--- config.mk ---
export PLATFORM = sky130hd
export DESIGN_NAME = matrix_store_ctrl
export DESIGN_NICKNAME = d
export VERILOG_FILES = /design/src/rtl/matrix_store_ctrl.sv
export SDC_FILE = /design/constraint.sdc
export NUM_CORES = 2
export LEC_CHECK = 0
export BUFFER_PORTS_ARGS = -buffer_cell sky130_fd_sc_hd__buf_2
export CAP_MARGIN = 10
export CORE_MARGIN = 2
export CORE_UTILIZATION = 30
export CTS_BUF_LIST = sky130_fd_sc_hd__clkbuf_16
export DETAILED_ROUTE_END_ITERATION = 10
export HOLD_SLACK_MARGIN = 0.06
export PLACE_DENSITY = 0.48
export SLEW_MARGIN = 20
export SYNTH_ARGS = -nofsm -noshare
export SYNTH_HDL_FRONTEND = slang
export SYNTH_SLANG_ARGS = --single-unit
--- constraint.sdc ---
create_clock -name clk -period 6 [get_ports clk]
set_clock_uncertainty 0.1 [all_clocks]
set_input_delay 1.2 -clock clk [delete_from_list [all_inputs] [get_ports clk]]
set_output_delay 1.2 -clock clk [all_outputs]
set_load 0.005 [all_outputs]
--- src/rtl/matrix_store_ctrl.sv ---
// Slot-based matrix store: streams matrices in through a valid/ready write port,
// indexes them by (rows, cols, age) and replays a selected one as a burst.
module matrix_store_ctrl #(
    parameter int DATA_WIDTH = 8,
    parameter int MAX_DIM    = 5,
    parameter int SLOTS      = 8,
    parameter int PER_SIZE   = 2,
    localparam int IDX_W     = (PER_SIZE > 1) ? $clog2(PER_SIZE) : 1,
    localparam int QCNT_W    = $clog2(PER_SIZE + 1),
    localparam int FREE_W    = $clog2(SLOTS + 1)
) (
    input  logic                  clk,
    input  logic                  rst_n,
    input  logic                  i_wr_start,
    input  logic [2:0]            i_wr_rows,
    input  logic [2:0]            i_wr_cols,
    input  logic                  i_wr_valid,
    input  logic [DATA_WIDTH-1:0] i_wr_data,
    output logic                  o_wr_ready,
    output logic                  o_wr_done,
    output logic                  o_wr_err,
    input  logic                  i_rd_start,
    input  logic [2:0]            i_rd_rows,
    input  logic [2:0]            i_rd_cols,
    input  logic [IDX_W-1:0]      i_rd_idx,
    output logic                  o_out_valid,
    output logic [DATA_WIDTH-1:0] o_out_data,
    output logic                  o_out_last,
    input  logic                  i_out_ready,
    output logic                  o_rd_err,
    input  logic [2:0]            i_q_rows,
    input  logic [2:0]            i_q_cols,
    output logic [QCNT_W-1:0]     o_q_count,
    output logic [FREE_W-1:0]     o_free_count,
    input  logic                  i_clr,
    output logic                  o_busy
);
    localparam int DIM_W  = 3;
    localparam int PROD_W = 2 * DIM_W;
    localparam int MAT_SZ = MAX_DIM * MAX_DIM;
    localparam int ELEM_W = (MAT_SZ > 1) ? $clog2(MAT_SZ) : 1;
    localparam int SLOT_W = (SLOTS > 1) ? $clog2(SLOTS) : 1;
    localparam int ADDR_W = $clog2(SLOTS * MAT_SZ);

    typedef enum logic [1:0] {S_IDLE = 2'd0, S_WRITE = 2'd1, S_READ = 2'd2} state_t;

    function automatic logic dim_ok(input logic [DIM_W-1:0] d);
        return (d != {DIM_W{1'b0}}) && (int'(d) <= MAX_DIM);
    endfunction

    function automatic logic [PROD_W-1:0] prod(input logic [DIM_W-1:0] r, input logic [DIM_W-1:0] c);
        return PROD_W'(r) * PROD_W'(c);
    endfunction

    state_t                r_state, w_next;
    logic [SLOTS-1:0]      r_used, r_vld;
    logic [DIM_W-1:0]      r_slot_rows [SLOTS];
    logic [DIM_W-1:0]      r_slot_cols [SLOTS];
    logic [IDX_W-1:0]      r_slot_age  [SLOTS];
    logic [DATA_WIDTH-1:0] r_mem [SLOTS*MAT_SZ];
    logic [SLOT_W-1:0]     r_tgt_slot;
    logic [DIM_W-1:0]      r_wr_rows, r_wr_cols;
    logic [PROD_W-1:0]     r_wr_last, r_rd_last;
    logic [ELEM_W-1:0]     r_wr_cnt, r_rd_cnt;
    logic [ADDR_W-1:0]     r_rd_base;
    logic [DATA_WIDTH-1:0] r_out_data;
    logic                  r_out_last, r_wr_done, r_wr_err, r_rd_err;
    logic [FREE_W-1:0]     r_free_count;

    logic [DIM_W-1:0]  w_lk_rows, w_lk_cols;
    logic [QCNT_W-1:0] w_wr_cls_cnt, w_q_cnt;
    logic [SLOT_W-1:0] w_evict_slot, w_free_slot, w_rd_slot;
    logic              w_free_found, w_rd_hit;
    logic              w_idle, w_clr_go, w_wr_req, w_wr_full_cls, w_wr_go, w_wr_bad;
    logic              w_rd_req, w_rd_go, w_rd_bad, w_wr_beat, w_wr_fin, w_rd_acc, w_rd_fin;
    logic [ADDR_W-1:0] w_wr_addr, w_rd_base_new, w_rd_next_addr;

    // During WRITE the class lookup follows the latched dims so the commit age is stable.
    assign w_lk_rows = (r_state == S_IDLE) ? i_wr_rows : r_wr_rows;
    assign w_lk_cols = (r_state == S_IDLE) ? i_wr_cols : r_wr_cols;

    // Slot table search: class counts, eviction victim, free slot, read hit.
    always_comb begin
        w_wr_cls_cnt = {QCNT_W{1'b0}};
        w_q_cnt      = {QCNT_W{1'b0}};
        w_evict_slot = {SLOT_W{1'b0}};
        w_free_slot  = {SLOT_W{1'b0}};
        w_rd_slot    = {SLOT_W{1'b0}};
        w_free_found = 1'b0;
        w_rd_hit     = 1'b0;
        for (int i = 0; i < SLOTS; i++) begin
            if (r_vld[i] && r_slot_rows[i] == w_lk_rows && r_slot_cols[i] == w_lk_cols) begin
                w_wr_cls_cnt = w_wr_cls_cnt + QCNT_W'(1'b1);
                if (r_slot_age[i] == {IDX_W{1'b0}}) w_evict_slot = SLOT_W'(i);
            end
            if (r_vld[i] && r_slot_rows[i] == i_q_rows && r_slot_cols[i] == i_q_cols)
                w_q_cnt = w_q_cnt + QCNT_W'(1'b1);
            if (r_vld[i] && r_slot_rows[i] == i_rd_rows && r_slot_cols[i] == i_rd_cols
                && r_slot_age[i] == i_rd_idx) begin
                w_rd_hit  = 1'b1;
                w_rd_slot = SLOT_W'(i);
            end
        end
        for (int i = SLOTS - 1; i >= 0; i--) begin
            if (!r_used[i]) begin
                w_free_found = 1'b1;
                w_free_slot  = SLOT_W'(i);
            end
        end
    end

    assign w_idle         = (r_state == S_IDLE);
    assign w_clr_go       = w_idle && i_clr;
    assign w_wr_req       = w_idle && !i_clr && i_wr_start;
    assign w_wr_full_cls  = (w_wr_cls_cnt == QCNT_W'(PER_SIZE));
    assign w_wr_go        = w_wr_req && dim_ok(i_wr_rows) && dim_ok(i_wr_cols) && (w_wr_full_cls || w_free_found);
    assign w_wr_bad       = w_wr_req && !w_wr_go;
    assign w_rd_req       = w_idle && !i_clr && !i_wr_start && i_rd_start;
    assign w_rd_go        = w_rd_req && dim_ok(i_rd_rows) && dim_ok(i_rd_cols) && w_rd_hit;
    assign w_rd_bad       = w_rd_req && !w_rd_go;
    assign w_wr_beat      = (r_state == S_WRITE) && i_wr_valid;
    assign w_wr_fin       = w_wr_beat && (PROD_W'(r_wr_cnt) == r_wr_last);
    assign w_rd_acc       = (r_state == S_READ) && i_out_ready;
    assign w_rd_fin       = w_rd_acc && r_out_last;
    assign w_wr_addr      = ADDR_W'(r_tgt_slot) * ADDR_W'(MAT_SZ) + ADDR_W'(r_wr_cnt);
    assign w_rd_base_new  = ADDR_W'(w_rd_slot) * ADDR_W'(MAT_SZ);
    assign w_rd_next_addr = r_rd_base + ADDR_W'(r_rd_cnt) + ADDR_W'(1'b1);

    // FSM state register.
    always_ff @(posedge clk or negedge rst_n) begin
        if (!rst_n) r_state <= S_IDLE;
        else        r_state <= w_next;
    end

    // FSM next-state logic.
    always_comb begin
        w_next = r_state;
        case (r_state)
            S_IDLE: begin
                if (w_wr_go)      w_next = S_WRITE;
                else if (w_rd_go) w_next = S_READ;
                else              w_next = S_IDLE;
            end
            S_WRITE: begin
                if (w_wr_fin) w_next = S_IDLE;
                else          w_next = S_WRITE;
            end
            S_READ: begin
                if (w_rd_fin) w_next = S_IDLE;
                else          w_next = S_READ;
            end
            default: w_next = S_IDLE;
        endcase
    end

    // FSM state-decoded outputs.
    always_comb begin
        o_wr_ready  = 1'b0;
        o_out_valid = 1'b0;
        o_busy      = 1'b1;
        case (r_state)
            S_IDLE:  o_busy      = 1'b0;
            S_WRITE: o_wr_ready  = 1'b1;
            S_READ:  o_out_valid = 1'b1;
            default: o_busy      = 1'b0;
        endcase
    end

    // Element storage; contents carry no reset since slot validity gates every use.
    always_ff @(posedge clk) begin
        if (w_wr_beat) r_mem[w_wr_addr] <= i_wr_data;
    end

    // Slot table, write/read sequencing and registered pulses.
    always_ff @(posedge clk or negedge rst_n) begin
        if (!rst_n) begin
            r_used       <= {SLOTS{1'b0}};
            r_vld        <= {SLOTS{1'b0}};
            for (int i = 0; i < SLOTS; i++) begin
                r_slot_rows[i] <= {DIM_W{1'b0}};
                r_slot_cols[i] <= {DIM_W{1'b0}};
                r_slot_age[i]  <= {IDX_W{1'b0}};
            end
            r_tgt_slot   <= {SLOT_W{1'b0}};
            r_wr_rows    <= {DIM_W{1'b0}};
            r_wr_cols    <= {DIM_W{1'b0}};
            r_wr_last    <= {PROD_W{1'b0}};
            r_wr_cnt     <= {ELEM_W{1'b0}};
            r_rd_last    <= {PROD_W{1'b0}};
            r_rd_cnt     <= {ELEM_W{1'b0}};
            r_rd_base    <= {ADDR_W{1'b0}};
            r_out_data   <= {DATA_WIDTH{1'b0}};
            r_out_last   <= 1'b0;
            r_wr_done    <= 1'b0;
            r_wr_err     <= 1'b0;
            r_rd_err     <= 1'b0;
            r_free_count <= FREE_W'(SLOTS);
        end else begin
            r_wr_done <= w_wr_fin;
            r_wr_err  <= w_wr_bad;
            r_rd_err  <= w_rd_bad;
            if (w_clr_go) begin
                r_used       <= {SLOTS{1'b0}};
                r_vld        <= {SLOTS{1'b0}};
                r_free_count <= FREE_W'(SLOTS);
            end else if (w_wr_go) begin
                r_wr_rows <= i_wr_rows;
                r_wr_cols <= i_wr_cols;
                r_wr_last <= prod(i_wr_rows, i_wr_cols) - PROD_W'(1'b1);
                r_wr_cnt  <= {ELEM_W{1'b0}};
                if (w_wr_full_cls) begin
                    // Recycle the oldest slot of the class; survivors move one age down.
                    r_tgt_slot          <= w_evict_slot;
                    r_vld[w_evict_slot] <= 1'b0;
                    for (int i = 0; i < SLOTS; i++) begin
                        if (r_vld[i] && r_slot_rows[i] == i_wr_rows && r_slot_cols[i] == i_wr_cols
                            && SLOT_W'(i) != w_evict_slot)
                            r_slot_age[i] <= r_slot_age[i] - IDX_W'(1'b1);
                    end
                end else begin
                    r_tgt_slot          <= w_free_slot;
                    r_used[w_free_slot] <= 1'b1;
                    r_free_count        <= r_free_count - FREE_W'(1'b1);
                end
            end else if (w_wr_fin) begin
                r_vld[r_tgt_slot]       <= 1'b1;
                r_slot_rows[r_tgt_slot] <= r_wr_rows;
                r_slot_cols[r_tgt_slot] <= r_wr_cols;
                r_slot_age[r_tgt_slot]  <= IDX_W'(w_wr_cls_cnt);
            end else if (w_wr_beat) begin
                r_wr_cnt <= r_wr_cnt + ELEM_W'(1'b1);
            end
            if (w_rd_go) begin
                r_rd_base  <= w_rd_base_new;
                r_rd_cnt   <= {ELEM_W{1'b0}};
                r_rd_last  <= prod(i_rd_rows, i_rd_cols) - PROD_W'(1'b1);
                r_out_data <= r_mem[w_rd_base_new];
                r_out_last <= (prod(i_rd_rows, i_rd_cols) == PROD_W'(1'b1));
            end else if (w_rd_fin) begin
                r_out_last <= 1'b0;
            end else if (w_rd_acc) begin
                r_rd_cnt   <= r_rd_cnt + ELEM_W'(1'b1);
                r_out_data <= r_mem[w_rd_next_addr];
                r_out_last <= (PROD_W'(r_rd_cnt) + PROD_W'(1'b1) == r_rd_last);
            end
        end
    end

    assign o_wr_done    = r_wr_done;
    assign o_wr_err     = r_wr_err;
    assign o_rd_err     = r_rd_err;
    assign o_out_data   = r_out_data;
    assign o_out_last   = r_out_last;
    assign o_q_count    = w_q_cnt;
    assign o_free_count = r_free_count;

endmodule

### Word-level counts from Yosys, hierarchy flattened

Memories as Yosys holds them, arrays and structs flattened.
Cells that the tools add are included.

| word-level totals | value |
|---|---|
| memories kept | 1 |
| bits in latches | 0 |
| ROM bits | 0 |
| input port bits | 34 |
| bits in writable memories | 1600 |
| flip-flop bits (word level) | 129 |

Memory list:

| memory | depth | width | read ports | clocked after Yosys merged registers in | write ports | RTL line | source |
|---|---|---|---|---|---|---|---|
| r_mem | 200 | 8 | 2 | 0 | 1 | 60 | `logic [DATA_WIDTH-1:0] r_mem [SLOTS*MAT_SZ];` |

| operators by class | value |
|---|---|
| multiply operators | 4 |
| equality and inequality tests | 98 |
| bitwise logic cells | 7 |
| multiplexer cells | 120 |
| reduce and logical (&&, ||, !) cells | 137 |
| add/sub/neg operators | 31 |
| div/mod/pow operators | 0 |
| order comparisons | 12 |
| shifts and indexed selects | 0 |

Operators by type and width:

| cell | number |
|---|---|
| 3-bit == test | 64 |
| 1-bit logical AND | 105 |
| 8-bit 2-to-1 mux | 13 |
| 3-bit 2-to-1 mux | 30 |
| 24-bit bitwise mux | 2 |
| 1-bit 2-to-1 mux | 42 |
| 2-bit 2-to-1 mux | 17 |
| 4-bit AND reduction | 8 |
| 5-bit 2-to-1 mux | 6 |
| 2-bit by 1-bit adder with 2-bit output (second input constant) | 14 |
| 3-bit nonzero test | 7 |
| 8-bit by 5-bit adder with 8-bit output | 2 |
| 3-bit by 5-bit multiplier with 8-bit output (second input constant) | 2 |
| 2-bit by 1-bit inequality test with 1-bit output (second input constant) | 8 |
| 8-bit bitwise OR | 2 |
| 1-bit demux with 3-bit select | 4 |
| 3-bit <= comparator (second input constant) | 4 |
| 3-bit by 4-bit < comparator with 1-bit output (second input constant) | 3 |
| 3-bit by 3-bit multiplier with 6-bit output | 2 |
| 4-bit 2-to-1 mux | 3 |
| 3-bit inequality test (first input constant) | 4 |
| 6-bit by 1-bit subtractor with 6-bit output (second input constant) | 2 |
| 5-bit by 1-bit adder with 5-bit output (second input constant) | 2 |
| 3-bit demux with 3-bit select | 1 |
| other kinds (30) | 62 |

### Logic depth before layout (Yosys ltp)

| logic depth | value |
|---|---|
| depth after elaboration | 27 |
| depth in mapped cells | 21 |

### Worst setup path before layout

OpenSTA, ideal clock, no wires.

| timing path | value |
|---|---|
| path kind | input port to flip-flop |
| from | input port i_rd_rows[0] |
| to | register r_out_data[1], in the netlist o_out_data[1] |
| setup slack | 0.161 ns |
| data arrival time | 5.657 ns |
| stages | 18 |
| setup time | 0.082 ns |
| required time | 5.818 ns |
| cells stage by stage | buf_1 -> xor2_1 -> nor4_1 -> nand4_1 -> a211o_1 -> nand2_1 -> buf_1 -> ha_1 -> ha_1 -> ha_1 -> nor2_1 -> inv_1 -> a211oi_1 -> or4bb_1 -> nand3b_1 -> o2111a_1 -> o2111a_1 -> a31oi_1 |

RTL lines:

| item | RTL line | source |
|---|---|---|
| from (decl) | 23 | `input logic [2:0] i_rd_rows,` |
| 3-bit == test | 98 | `if (r_vld[i] && r_slot_rows[i] == i_rd_rows && r_slot_cols[i] == i_rd_cols` |
| 1-bit logical AND (2 in a row) | 98 |  |
| 1-bit logical AND | 99 | `&& r_slot_age[i] == i_rd_idx) begin` |
| 1-bit 2-to-1 mux | 98 |  |
| 3-bit 2-to-1 mux (5 in a row) | 98 |  |
| 3-bit 2-to-1 mux (*) | 98 |  |
| 3-bit by 5-bit multiplier with 8-bit output (*) | 126 | `assign w_rd_base_new = ADDR_W'(w_rd_slot) * ADDR_W'(MAT_SZ);` |
| via w_rd_base_new[1] | 76 | `logic [ADDR_W-1:0] w_wr_addr, w_rd_base_new, w_rd_next_addr;` |
| memory 200 x 8 bit (*) | n/a |  |
| 8-bit 2-to-1 mux (*) | 233 | `if (w_rd_go) begin` |
| to (signal assigned) | 192 | `r_out_data <= {DATA_WIDTH{1'b0}};` |
| to (signal assigned) | 237 | `r_out_data <= r_mem[w_rd_base_new];` |
| to (signal assigned) | 243 | `r_out_data <= r_mem[w_rd_next_addr];` |
| to (decl) | 66 | `logic [DATA_WIDTH-1:0] r_out_data;` |

Mark *: on every way through the listed nets, which the timed path passes. The rest lies on a longest branch.
A chain may end at the register's enable or synchronous reset.

### Worst setup path in the final report

| timing path | value |
|---|---|
| from | register r_state[1] |
| to | register r_slot_cols[12] (netlist bit) |

| on the way | value |
|---|---|
| longest elaborated chain between the ends | 25 |

RTL lines:

| item | RTL line | source |
|---|---|---|
| from (decl) | 55 | `state_t r_state, w_next;` |
| from (signal assigned) | 132 | `else r_state <= w_next;` |
| 2-bit logical NOT | 79, 80, 112 |  |
| 3-bit 2-to-1 mux | 79 | `assign w_lk_rows = (r_state == S_IDLE) ? i_wr_rows : r_wr_rows;` |
| 3-bit == test | 92 | `if (r_vld[i] && r_slot_rows[i] == w_lk_rows && r_slot_cols[i] == w_lk_cols) begin` |
| 1-bit logical AND (2 in a row) | 92 |  |
| 1-bit 2-to-1 mux | 92 |  |
| 2-bit by 1-bit adder with 2-bit output | 93 | `w_wr_cls_cnt = w_wr_cls_cnt + QCNT_W'(1'b1);` |
| 2-bit 2-to-1 mux | 92 |  |
| 2-bit by 1-bit adder with 2-bit output | 93 |  |
| [8 not listed] | n/a |  |
| 2-bit 2-to-1 mux | 92 |  |
| 2-bit by 1-bit adder with 2-bit output | 93 |  |
| 2-bit 2-to-1 mux | 92 |  |
| 2-bit == test | 115 | `assign w_wr_full_cls = (w_wr_cls_cnt == QCNT_W'(PER_SIZE));` |
| 1-bit logical OR | 116 | `assign w_wr_go = w_wr_req && dim_ok(i_wr_rows) && dim_ok(i_wr_cols) && (w_wr_full_cls \|\| w_free_found);` |
| 1-bit logical AND | 116 |  |
| 1-bit NOT (no source line) | n/a |  |
| 3-bit AND reduction (no source line) (*) | n/a |  |
| to (signal, indexed assignment) | 181 | `r_slot_cols[i] <= {DIM_W{1'b0}};` |
| to (signal, indexed assignment) | 228 | `r_slot_cols[r_tgt_slot] <= r_wr_cols;` |
| to (decl) | 58 | `logic [DIM_W-1:0] r_slot_cols [SLOTS];` |

Mark *: on every way between the ends. The rest lies on a longest branch, timed or not.

==> flow_metrics.py <==
metrics = {
    "sta": {
        "slew_headroom_pct": 18.0,
        "finalSetupViolCount": 0,
        "grt_setup_unrepaired": "false",
        "worst_slew_pin_slew_ns": 1.20,
        "drv_slew": 0,
        "fin_hold_ws_ns": 0.339,
        "max_freq_ghz": 0.180,
        "fin_crit_sh_pct": 92.6,
        "min_period_ns": 5.56,
        "hold_viol": 0,
    },
    "synthesis": {
        "synthesis.nets": 5098,
        "ys_top_cells_by_area": "edfxtp_1 (60%), mux4_2 (13%), dfrtp_1 (4.0%), nor2_1 (1.7%), nand2_1 (1.6%)",
        "synth_cells": 5003,
        "synth_enable_flop_cells": 1600,
        "synth_area_um2": 80000,
        "ys.warnings.count": 0,
        "synthFlopType": "edfxtp_1",
        "synth.top_cell.area_share_pct": 60.0,
        "yosysMostFrequentCell": "edfxtp_1",
        "synthArstFlopShare_pct": 7.41,
        "ys_top_cells_by_count": "edfxtp_1 (1600), mux4_2 (464), nor2_1 (364)",
        "synth_top_cell_by_area": "edfxtp_1",
        "synthDistinctLibCells": 95,
        "synth_seq_cells": 1728,
        "ys_seq_area_share_pct": 64.0,
        "avgSynthCellArea_um2": 16.0,
    },
    "pwr": {
        "p_int_mw": 21.1,
        "seq_power_share_pct": 48.3,
        "pwr_density_cell_nw_per_um2": 304,
        "p_sw_mw": 7.45,
        "peakVddDrop_mv": 0.256,
        "power_frac_clock_pct": 40.8,
        "combPwrFrac_pct": 10.9,
        "p_total_mw": 28.5,
        "power.leakage_nw": 31.9,
        "p_sw_share_pct": 26.1,
    },
    "worst_setup_path": {
        "path_class": "reg2reg",
        "critPathLaunchType": "flop",
        "crit_chain": "inv_1, ha_1, mux2i_4, xnor2_1, nor4b_1, nand2_1, ha_1, or4_1, or4_4, o211ai_2, a211o_1, nand3_1, o21ai_4, nand4_2, mux2_1",
        "r2r_end": "r_slot_cols[12]",
        "cp_data_required_time_ns": 6.64,
        "cp_num_buf_inv": 1,
        "cp-end-kind": "flop",
        "slowest_stage": "ha_1",
        "r2r_cells": 15,
        "timing.rr.start": "r_state[1]",
        "critPathLaunch": "r_state[1]",
        "critPathTopFamily": "simple AND/OR/NAND/NOR gates",
        "cp_max_fo": 11,
        "cpMostUsedCell": "ha_1",
        "cp-endpoint": "r_slot_cols[12]",
        "crit_arrival_ns": 6.20,
        "slowest_delay_ns": 0.72,
        "worstSetupPathDepth": 15,
        "r2r_slack_ns": 0.44,
    },
    "routing": {
        "viasPerCell": 5.52,
        "ant_nets": 0,
        "drc_errors": 0,
        "drtIter0Drc": 6015,
        "routed_wl_mm": 280,
        "vias": 50000,
        "post_drt_wl_per_cell_um": 30.9,
        "first_pass_iters": 7,
    },
    "place": {
        "placed_cell_area_um2": 87800,
        "io_buffers": 54,
        "globalplace.congestion": 0.891,
        "dp.cells": 8715,
        "hpwlAfterDp_mm": 190,
    },
    "job": {
        "cap_viol_max_count": 0,
    },
    "floorplanning": {
        "die_w_um": 521,
        "ios": 55,
        "die_h_um": 521,
        "initial_core_util_pct": 30.2,
        "rows": 189,
        "coreArea_um2": 265000,
        "die_area_um2": 271000,
    },
    "clocking": {
        "clock-sinks": 1728,
        "holdBufCountCts": 0,
        "cts_resized": 0,
        "clock_path_buffers": 3,
        "clk_latency_ns": 0.86,
        "cts_made_buffers": 190,
        "clk_pin_slew_ns": 0.06,
        "cts_tree": "built",
        "cts-root-buf": "clkbuf_16",
        "cts_setup_buffers": 0,
        "h-tree-depth": 4,
    },
    "final_layout": {
        "layoutNonFillerInstCount": 9061,
        "area_growth_pct": 17.4,
        "fin_nets": 5470,
        "drive_above_1_share_pct": 26.9,
        "final_util_pct": 35.4,
        "stdcell_area_um2": 94000,
    },
    "global_routing": {
        "gr-total-overflow": 0,
        "grt_pass1_wl_mm": 394,
        "grt_usage_pct": 20.3,
        "grt_max_degree": 124,
        "grt_pass1_vias": 49900,
        "grt_antenna_before_repair": 15,
    },
    "hold_path": {
        "hp-class": "in2async",
    },
    "run_status": {
        "run_status": "completed",
    },
}
-- flip-flops by register name, indices dropped and copies added (netlist names), 4 cells and up --
signal and flops:
r_mem 1600, r_slot_cols 24, r_slot_rows 24, o_out_data 8, r_slot_age 8, r_used 8
r_vld 8, r_rd_base 7, r_rd_last 6, r_wr_last 6, r_rd_cnt 5, r_wr_cnt 5
o_free_count 4
-- per-stage QoR --
step / TNS, ns / worst slack, ns
2_1_floorplan: 0 / 0.161
3_3_place_gp: -1.78 / -0.464
3_5_place_dp: 0 / 0.0751
4_1_cts: 0 / 0.428
5_1_grt: 0 / 0.137
6_report: 0 / 0.442
-- routing by layer --
metal	routed length [um]	global-route usage [%]
met5	28	0
met2	132000	32.7
met4	8760	6.04
met1	119000	28.1
met3	20000	3.51
-- power by group through the flow --
stage / sequential, mW / combinational [mW] / clock (mW)
6_report: 13.8 / 3.12 / 11.6
5_1_grt: 13.8 / 3.32 / 12.3
4_1_cts: 13.8 / 3.12 / 11.8
3_5_place_dp: 14.0 / 3.11 / 0
3_3_place_gp: 14.0 / 3.08 / 0
2_1_floorplan: 13.8 / 1.68 / 0
-- layout by cell type, fill, tap and decap left out, types with 15 or more instances in the layout --
| cell type | count |
|---|---|
| xor2_1 | 101 |
| a311o_1 | 16 |
| clkinv_2 | 25 |
| clkbuf_16 | 191 |
| mux2_1 | 40 |
| nand3b_1 | 19 |
| mux2_2 | 98 |
| a22oi_1 | 57 |
| dfrtp_1 | 127 |
| buf_4 | 498 |
| a221oi_1 | 22 |
| a211oi_1 | 118 |
| and3_1 | 100 |
| nand4_1 | 48 |
| ha_1 | 54 |
| inv_1 | 78 |
| a222oi_1 | 64 |
| nand2_1 | 341 |
| o211ai_1 | 29 |
| and2_1 | 48 |
| mux2i_1 | 129 |
| nor2_1 | 362 |
| o311ai_0 | 81 |
| or3_1 | 15 |
| nor3_1 | 28 |
| nor4_1 | 18 |
| a21oi_1 | 26 |
| mux4_2 | 464 |
| xnor2_1 | 141 |
| buf_2 | 48 |
| clkinv_1 | 45 |
| bufinv_16 | 19 |
| o21ai_0 | 78 |
| nand3_1 | 29 |
| o2111ai_1 | 18 |
| buf_12 | 35 |
| o311ai_1 | 16 |
| edfxtp_1 | 1600 |
-- cell type report --
type,instances,area [um2]
Clock buffer,191,4780
Fill cell,25100,171000
Tap cell,3533,4420
Clock inverter,151,1360
Sequential cell,1728,51300
Inverter,41,154
Timing Repair Buffer,591,4810
Multi-Input combinational cell,2823,27200
Antenna cell,3,7.51
-- logic make-up (layout without fill, tap and decap cells) --
group / count (synthesis) / in the layout / synth area share, %
AO/OA/AOI/OAI: 672 / 672 / 6.61
XOR/XNOR: 247 / 247 / 2.74
adder cells (fa/ha/maj): 61 / 61 / 1.01
buffers and inverters: 452 / 974 / 2.23
flip-flops: 1728 / 1728 / 64.0
multiplexers: 743 / 743 / 16.9
other: 0 / 3 / 0
AND/OR/NAND/NOR: 1100 / 1100 / 6.48
-- worst min-delay path by stage --
stage                  from            to  depth (start not counted)
2_1_floorplan  r_wr_last[5]  r_wr_last[5]                          2
3_3_place_gp   r_wr_last[5]  r_wr_last[5]                          2
3_5_place_dp   r_wr_last[5]  r_wr_last[5]                          2
4_1_cts               rst_n  r_wr_cols[2]                          1
5_1_grt               rst_n  r_wr_cols[2]                          1
6_report              rst_n  r_wr_cols[2]                          1
(Power assumes the default switching activity.)
